## config.mk

```make
export PLATFORM = sky130hd
export DESIGN_NAME = cal_comparator_argmax_pipe_flat
export DESIGN_NICKNAME = d
export VERILOG_FILES = /design/src/rtl/cal_comparator_argmax_pipe_if.sv /design/src/rtl/cal_comparator_argmax_pipe.sv /design/src/flat_wrapper.sv
export SDC_FILE = /design/constraint.sdc
export NUM_CORES = 1
export LEC_CHECK = 0
export CORE_UTILIZATION = 40
export CTS_CLUSTER_SIZE = 12
export DETAILED_ROUTE_END_ITERATION = 7
export HOLD_SLACK_MARGIN = 0.05
export PLACE_DENSITY = 0.71
export SYNTH_ARGS = -nofsm -noshare
export SYNTH_HDL_FRONTEND = slang
export SYNTH_SLANG_ARGS = --single-unit
```

## constraint.sdc

```tcl
create_clock -name clk -period 2 [get_ports clk]
set_input_delay 0.4 -clock clk [delete_from_list [all_inputs] [get_ports clk]]
set_output_delay 0.4 -clock clk [all_outputs]
set_load 0.005 [all_outputs]
```

## src/rtl/cal_comparator_argmax_pipe_if.sv

```systemverilog
`default_nettype none
// ============================================================================
// Module : cal_comparator_argmax_pipe_if
// Brief  : Beat-in / result-out bundle for the pipelined argmax engine.
// Rev    : 1.0  initial release
// ============================================================================
interface cal_comparator_argmax_pipe_if #(
    parameter int LANES = 5,
    parameter int ELEMS = 8,
    parameter int DW    = 8,
    parameter int BEATS = 1
);
    localparam int IW = (ELEMS * BEATS > 1) ? $clog2(ELEMS * BEATS) : 1;

    logic                        yolo_layer_finish;
    logic                        in_valid;
    logic [LANES*ELEMS*DW-1:0]   data_i;
    logic                        out_valid;
    logic [LANES*DW-1:0]         max_value;
    logic [LANES*IW-1:0]         max_index;

    modport master (
        output yolo_layer_finish,
        output in_valid,
        output data_i,
        input  out_valid,
        input  max_value,
        input  max_index
    );

    modport slave (
        input  yolo_layer_finish,
        input  in_valid,
        input  data_i,
        output out_valid,
        output max_value,
        output max_index
    );
endinterface
`default_nettype wire

```

## src/rtl/cal_comparator_argmax_pipe.sv

```systemverilog
`default_nettype none
// ============================================================================
// Module : cal_comparator_argmax_pipe
// Brief  : Multi-lane registered compare tree with a per-lane running-max
//          accumulator merging BEATS beats into one (value, index) result.
// Rev    : 1.0  initial release
// ============================================================================
module cal_comparator_argmax_pipe #(
    parameter int LANES  = 5,
    parameter int ELEMS  = 8,
    parameter int DW     = 8,
    parameter int SIGNED = 0,
    parameter int BEATS  = 1
) (
    input  wire logic                    clk,
    input  wire logic                    rst,
    cal_comparator_argmax_pipe_if.slave  bus
);

    localparam int IW = (ELEMS * BEATS > 1) ? $clog2(ELEMS * BEATS) : 1;
    localparam int S  = $clog2(ELEMS);
    localparam int LW = S;
    localparam int BW = (BEATS > 1) ? $clog2(BEATS) : 1;
    localparam logic [BW-1:0] LAST_BEAT = BW'(BEATS - 1);

    function automatic logic gt(input logic [DW-1:0] a, input logic [DW-1:0] b);
        if (SIGNED != 0) return $signed(a) > $signed(b);
        else             return a > b;
    endfunction

    // ------------------------------------------------------------------
    // Leaves and beat counter
    // ------------------------------------------------------------------
    logic [DW-1:0] w_leaf_val [LANES][ELEMS];
    logic [BW-1:0] beat_q, beat_d;
    logic          w_accept;

    assign w_accept = bus.in_valid & ~bus.yolo_layer_finish;

    always_comb begin
        for (int l = 0; l < LANES; l++) begin
            for (int e = 0; e < ELEMS; e++) begin
                w_leaf_val[l][e] = bus.data_i[(l*ELEMS+e)*DW +: DW];
            end
        end
    end

    always_comb begin
        beat_d = beat_q;
        if (bus.yolo_layer_finish) begin
            beat_d = '0;
        end else if (bus.in_valid) begin
            beat_d = (beat_q == LAST_BEAT) ? '0 : beat_q + BW'(1);
        end
    end

    // ------------------------------------------------------------------
    // Compare tree: stage k holds ELEMS>>(k+1) winners per lane
    // ------------------------------------------------------------------
    logic [DW-1:0] tree_val_q [S][LANES][ELEMS/2];
    logic [LW-1:0] tree_idx_q [S][LANES][ELEMS/2];
    logic [S-1:0]  vld_q;
    logic [BW-1:0] tag_q [S];

    // Strict greater-than on the odd input keeps the lower index on ties.
    always_ff @(posedge clk) begin
        for (int l = 0; l < LANES; l++) begin
            for (int n = 0; n < ELEMS / 2; n++) begin
                if (gt(w_leaf_val[l][2*n+1], w_leaf_val[l][2*n])) begin
                    tree_val_q[0][l][n] <= w_leaf_val[l][2*n+1];
                    tree_idx_q[0][l][n] <= LW'(2*n+1);
                end else begin
                    tree_val_q[0][l][n] <= w_leaf_val[l][2*n];
                    tree_idx_q[0][l][n] <= LW'(2*n);
                end
            end
        end
        for (int k = 1; k < S; k++) begin
            for (int l = 0; l < LANES; l++) begin
                for (int n = 0; n < (ELEMS >> (k + 1)); n++) begin
                    if (gt(tree_val_q[k-1][l][2*n+1], tree_val_q[k-1][l][2*n])) begin
                        tree_val_q[k][l][n] <= tree_val_q[k-1][l][2*n+1];
                        tree_idx_q[k][l][n] <= tree_idx_q[k-1][l][2*n+1];
                    end else begin
                        tree_val_q[k][l][n] <= tree_val_q[k-1][l][2*n];
                        tree_idx_q[k][l][n] <= tree_idx_q[k-1][l][2*n];
                    end
                end
            end
        end
    end

    always_ff @(posedge clk or negedge rst) begin
        if (!rst) begin
            beat_q <= '0;
            vld_q  <= '0;
            for (int k = 0; k < S; k++) tag_q[k] <= '0;
        end else begin
            beat_q   <= beat_d;
            vld_q[0] <= w_accept;
            tag_q[0] <= beat_q;
            for (int k = 1; k < S; k++) begin
                vld_q[k] <= vld_q[k-1] & ~bus.yolo_layer_finish;
                tag_q[k] <= tag_q[k-1];
            end
        end
    end

    // ------------------------------------------------------------------
    // Accumulator and result register
    // ------------------------------------------------------------------
    logic          w_tree_vld;
    logic [BW-1:0] w_tree_tag;
    logic [DW-1:0] w_merge_val [LANES];
    logic [IW-1:0] w_merge_idx [LANES];
    logic [DW-1:0] acc_val_q   [LANES];
    logic [IW-1:0] acc_idx_q   [LANES];
    logic                  out_valid_q;
    logic [LANES*DW-1:0]   max_val_q;
    logic [LANES*IW-1:0]   max_idx_q;

    assign w_tree_vld = vld_q[S-1];
    assign w_tree_tag = tag_q[S-1];

    // Beat 0 always loads; later beats need a strict win, so earlier beats keep ties.
    always_comb begin
        for (int l = 0; l < LANES; l++) begin
            w_merge_val[l] = acc_val_q[l];
            w_merge_idx[l] = acc_idx_q[l];
            if ((w_tree_tag == '0) || gt(tree_val_q[S-1][l][0], acc_val_q[l])) begin
                w_merge_val[l] = tree_val_q[S-1][l][0];
                w_merge_idx[l] = IW'({w_tree_tag, tree_idx_q[S-1][l][0]});
            end
        end
    end

    always_ff @(posedge clk or negedge rst) begin
        if (!rst) begin
            out_valid_q <= 1'b0;
            max_val_q   <= '0;
            max_idx_q   <= '0;
            for (int l = 0; l < LANES; l++) begin
                acc_val_q[l] <= '0;
                acc_idx_q[l] <= '0;
            end
        end else if (bus.yolo_layer_finish) begin
            out_valid_q <= 1'b0;
            for (int l = 0; l < LANES; l++) begin
                acc_val_q[l] <= '0;
                acc_idx_q[l] <= '0;
            end
        end else begin
            out_valid_q <= 1'b0;
            if (w_tree_vld) begin
                for (int l = 0; l < LANES; l++) begin
                    acc_val_q[l] <= w_merge_val[l];
                    acc_idx_q[l] <= w_merge_idx[l];
                end
                if (w_tree_tag == LAST_BEAT) begin
                    out_valid_q <= 1'b1;
                    for (int l = 0; l < LANES; l++) begin
                        max_val_q[l*DW +: DW] <= w_merge_val[l];
                        max_idx_q[l*IW +: IW] <= w_merge_idx[l];
                    end
                end
            end
        end
    end

    assign bus.out_valid = out_valid_q;
    assign bus.max_value = max_val_q;
    assign bus.max_index = max_idx_q;

endmodule
`default_nettype wire

```

## src/flat_wrapper.sv

```systemverilog
// flat-port wrapper written by rule: the top's interface ports become plain ports
module cal_comparator_argmax_pipe_flat 
#(
    parameter int LANES  = 5,
    parameter int ELEMS  = 8,
    parameter int DW     = 8,
    parameter int SIGNED = 0,
    parameter int BEATS  = 1
)
  (clk, rst, bus_yolo_layer_finish, bus_in_valid, bus_data_i, bus_out_valid, bus_max_value, bus_max_index);
  cal_comparator_argmax_pipe_if #(.LANES(LANES), .ELEMS(ELEMS), .DW(DW), .BEATS(BEATS)) bus_i ();
  input  wire logic clk;
  input  wire logic rst;
  input wire logic [$bits(bus_i.yolo_layer_finish)-1:0] bus_yolo_layer_finish;
  input wire logic [$bits(bus_i.in_valid)-1:0] bus_in_valid;
  input wire logic [$bits(bus_i.data_i)-1:0] bus_data_i;
  output wire logic [$bits(bus_i.out_valid)-1:0] bus_out_valid;
  output wire logic [$bits(bus_i.max_value)-1:0] bus_max_value;
  output wire logic [$bits(bus_i.max_index)-1:0] bus_max_index;
  assign bus_i.yolo_layer_finish = bus_yolo_layer_finish;
  assign bus_i.in_valid = bus_in_valid;
  assign bus_i.data_i = bus_data_i;
  assign bus_out_valid = bus_i.out_valid;
  assign bus_max_value = bus_i.max_value;
  assign bus_max_index = bus_i.max_index;
  cal_comparator_argmax_pipe #(.LANES(LANES), .ELEMS(ELEMS), .DW(DW), .SIGNED(SIGNED), .BEATS(BEATS)) u_core (.clk(clk), .rst(rst), .bus(bus_i));
endmodule
```

### Yosys cells after proc, flatten, opt, wreduce, memory -nomap -nowiden

Memories as Yosys holds them, arrays and structs flattened.
Index checks and enable logic that the tools add are counted.

* bits in registers: 118
* memory bits (writable): 600
* bits of input ports: 324
* output and inout port bits: 56
* logic and storage cells: 339
* memories kept: 2

Memories
* u_core.tree_val_q: words 3, width 160, rd ports 3, clocked after Yosys merged registers in 0, wr ports 3, line cal_comparator_argmax_pipe.sv:60 `logic [DW-1:0] tree_val_q [S][LANES][ELEMS/2];`
* u_core.tree_idx_q: words 3, width 40, rd ports 3, clocked after Yosys merged registers in 0, wr ports 3, line cal_comparator_argmax_pipe.sv:61 `logic [LW-1:0] tree_idx_q [S][LANES][ELEMS/2];`

* $add $sub $neg: 1
* $lt $le $gt $ge: 40
* mux-type cells: 195
* bitwise gates (word level): 75
* reductions and logical operators: 8

Operator list (number)
* greater-than comparator 8 bit: 40
* two-way mux 8 bit: 40
* two-way mux 1 bit: 121
* two-way mux 3 bit: 30
* two-way mux 40 bit: 2
* OR 1 bit: 70
* two-way mux 15 bit: 2
* logical OR 1 bit: 5
* nonzero test 2 bit: 2
* bitwise AND 1 bit: 3
* AND reduction 3 bit: 1
* inverter 1 bit: 2
* adder 1 bit (second input constant): 1

### Depth between registers and ports, before layout

An unclocked memory read counts as a cell.

* depth in word-level cells: 6
* mapped depth: 8
* mapped depth without buffers: 7

### Worst setup path before layout

OpenSTA, ideal clock, no wires.

* path kind: in2reg
* start: in bus_data_i[65]
* end: mem u_core.tree_val_q[0][120] (netlist bit)
* setup time: 0.119 ns
* data arrival time: 1.910 ns
* required time: 1.881 ns
* slack: -0.029 ns
* stages: 8
* path buffers: 1
* cells stage by stage: inv_1 > ha_1 > nor2b_4 > o31ai_4 > nand2_1 > a211o_1 > buf_6 > o221a_2

RTL lines
* from (decl): line flat_wrapper.sv:16 `input wire logic [$bits(bus_i.data_i)-1:0] bus_data_i;`
* to (decl): line cal_comparator_argmax_pipe.sv:60

==> impl_metrics.tcl <==
set metrics [dict create \
    run_status "complete, no violations" \
    start_kind "flop" \
    finalNetCount 4079 \
    grt_start_max_net_pins 39 \
    routedWlPerCell_um 16.7 \
    whs_ns 0.263 \
    setup_tns_ns 0 \
    gp_congestion 0.899 \
    relSlewSlack_pct 59.0 \
    globalRoute.totalOverflow 0 \
    area_growth_pct 42.2 \
    grt_pass1_vias 24200 \
    drtIter0Drc 1204 \
    power_leakage_nw 15.3 \
    rows 90 \
    drv_slew 0 \
    ys_types 38 \
    htreeDepth 2 \
    async_flop_share_pct 15.0 \
    yosysWarnings 0 \
    drive_gt1_share_pct 27.8 \
    grt_usage_pct 22.3 \
    finalPower_mw 35.4 \
    core_um2 60200 \
    required_ns 2.45 \
    synth-edff-count 0 \
    drc 0 \
    hp-class "in -> reg" \
    yosysMostFrequentCell "dfxtp_1" \
    postSynthCellCount 2627 \
    grt_first_pass_wirelength_um 117000 \
    powerDensity_nw_per_um2 1020 \
    synth_common_cells "dfxtp_1 (335), inv_1 (294), ha_1 (280), nor2_1 (268), o21ai_0 (223)" \
    first_pass_iters 5 \
    crit_type "reg -> reg" \
    syn_nets 3231 \
    ys_seq_area_share_pct 33.6 \
    rsz0062_at_grt "yes" \
    cts_made_buffers 46 \
    syn_area_um2 24400 \
    start_util_pct 40.5 \
    syn_area_per_cell_um2 9.28 \
    die_w_um 249 \
    tightest_slew_ns 0.611 \
    insertion_delay_ns 0.57 \
    ios 380 \
    crit_path_end_kind "flop" \
    fin_util_pct 57.6 \
    synthTopCellsByArea "dfxtp_1 (28%), ha_1 (14%), o221a_2 (9.4%), a211oi_1 (6.5%), dfrtp_1 (6.1%)" \
    port_buffers 379 \
    wl_um 71700 \
    yosys_most_used_dff "dfxtp_1" \
    drv_cap 0 \
    finalHoldViolations 0 \
    max_freq_ghz 0.512 \
    cts.sinks 394 \
    ys_seq_elements 394 \
    setup_viol 0 \
    vias 23900 \
    dp_hpwl_um 56400 \
    finalCritPeriodShare_pct 97.7 \
    die_y_um 249 \
    root_buffer "clkbuf_16" \
    viasPerCell 5.57 \
    diodes 0 \
    path_clk_slew_ns 0.05 \
    dieArea_um2 61900 \
    period_needed_ns 1.95 \
    antenna_found_initial 0 \
    ant_nets 0 \
    finClkSkew_ns 0.0158 \
    cp.arrival_ns 2.40 \
    yosysTopAreaCell "dfxtp_1" \
    clk_path_buf_depth 3 \
    vdd_drop_max_mv 0.762 \
    cts_tree "yes" \
    cp_max_fo 6 \
    synth_top_area_share_pct 27.5 \
]
## final timing paths
check,from,end,slack (ns),cells after the start
hold reg to reg,u_core.tree_val_q[2][152]$_DFF_P_,u_core.bus.max_value[0]$_DFFE_PN0P_,0.45,1
setup reg to reg,u_core.tree_val_q[1][153]$_DFF_P_,u_core.tree_val_q[2][152]$_DFF_P_,0.05,7
hold / removal,bus_data_i[289],u_core.tree_val_q[0][9]$_DFF_P_,0.26,3
min in group asynchronous,rst,u_core.bus.max_value[12]$_DFFE_PN0P_,0.32,2
setup / recovery,u_core.tree_val_q[1][153]$_DFF_P_,u_core.tree_val_q[2][152]$_DFF_P_,0.05,7
max in group asynchronous,rst,u_core.bus.max_value[6]$_DFFE_PN0P_,1.12,3
## sequential cells by signal (all words and copies together), names as in the netlist
signal and cells:
u_core.tree_val_q 280, u_core.tree_idx_q 55, u_core.bus.max_value 40, u_core.bus.max_index 15
u_core.vld_q 3, u_core.bus.out_valid 1
## critical path, stage by stage (launching register included)
cell and delay [ns]:
dfxtp_2 0.33, inv_2 0.05, ha_4 0.21, nor2b_1 0.14, o31ai_2 0.28, nand2_1 0.15, a211o_4 0.41, o221a_4 0.28
## per-stage QoR
step	instances	cell area, µm²	worst slack, ns
after floorplan	2627	24500	0.0284
after global placement	4192	32600	-0.531
after detailed placement	4192	32600	-0.596
after CTS	4280	34200	0.00704
after global routing	4294	34700	-0.0246
final	4294	34700	0.0456
## final cells by class
cell class,instances,area (µm²)
clock buffers,69,1360
clock inverters,16,174
fillers,5131,25600
inverters,310,1160
multi-input cells,1837,15200
flip-flops and latches,394,8200
well taps,782,978
repair buffers,886,7640
## kinds of logic (layout without fill, tap and decap cells)
kind of cell             count (synthesis)  count (layout)  share of synthesized area, %
AO/OA/AOI/OAI                          920             926                          30.0
AND/OR/NAND/NOR                        534             534                          11.0
buffers and inverters                  402            1281                          6.53
flip-flops                             394             394                          33.6
adder cells (fa/ha/maj)                280             280                          14.4
multiplexers                            97              97                          4.48
## repair_timing
| action | 4_1_cts | 5_1_grt |
|---|---|---|
| gates cloned | 0 | 6 |
| endpoints found under the setup margin | 70 | 113 |
| resized for setup | 26 | 65 |
| endpoints found under the hold margin | 29 | 0 |
| setup buffers | 2 | 8 |
| pin swaps | 1 | 23 |
| hold buffers | 1 | 0 |
## report_power, final
part           switching [mW]  internal [mW]  total (mW)
registers                1.70           10.3        12.0
logic                    6.91           8.09        15.0
clock network            3.25           5.10        8.35
total                    11.9           23.5        35.4
## placed cells by master, fill, tap and decap left out, types with 46 or more instances in the layout
| master | count |
|---|---|
| mux2_2 | 97 |
| buf_4 | 502 |
| clkdlybuf4s50_1 | 374 |
| clkbuf_16 | 49 |
| dfrtp_1 | 59 |
| nor2_1 | 264 |
| and4_1 | 46 |
| ha_1 | 269 |
| nand2_1 | 59 |
| nand4_1 | 48 |
| dfxtp_1 | 322 |
| o21ai_0 | 217 |
| inv_1 | 293 |
| a211oi_1 | 210 |
| o221a_2 | 188 |
## per-layer routing
metal	part of all wire [%]	track usage, %	up-vias
met3	4.9	3.51	114
met2	50	41.0	649
li1	-	-	11700
met1	42	26.2	11400
met5	0	0	-
met4	2.4	6.99	0
No activity file was read; power rests on OpenSTA's default activity.
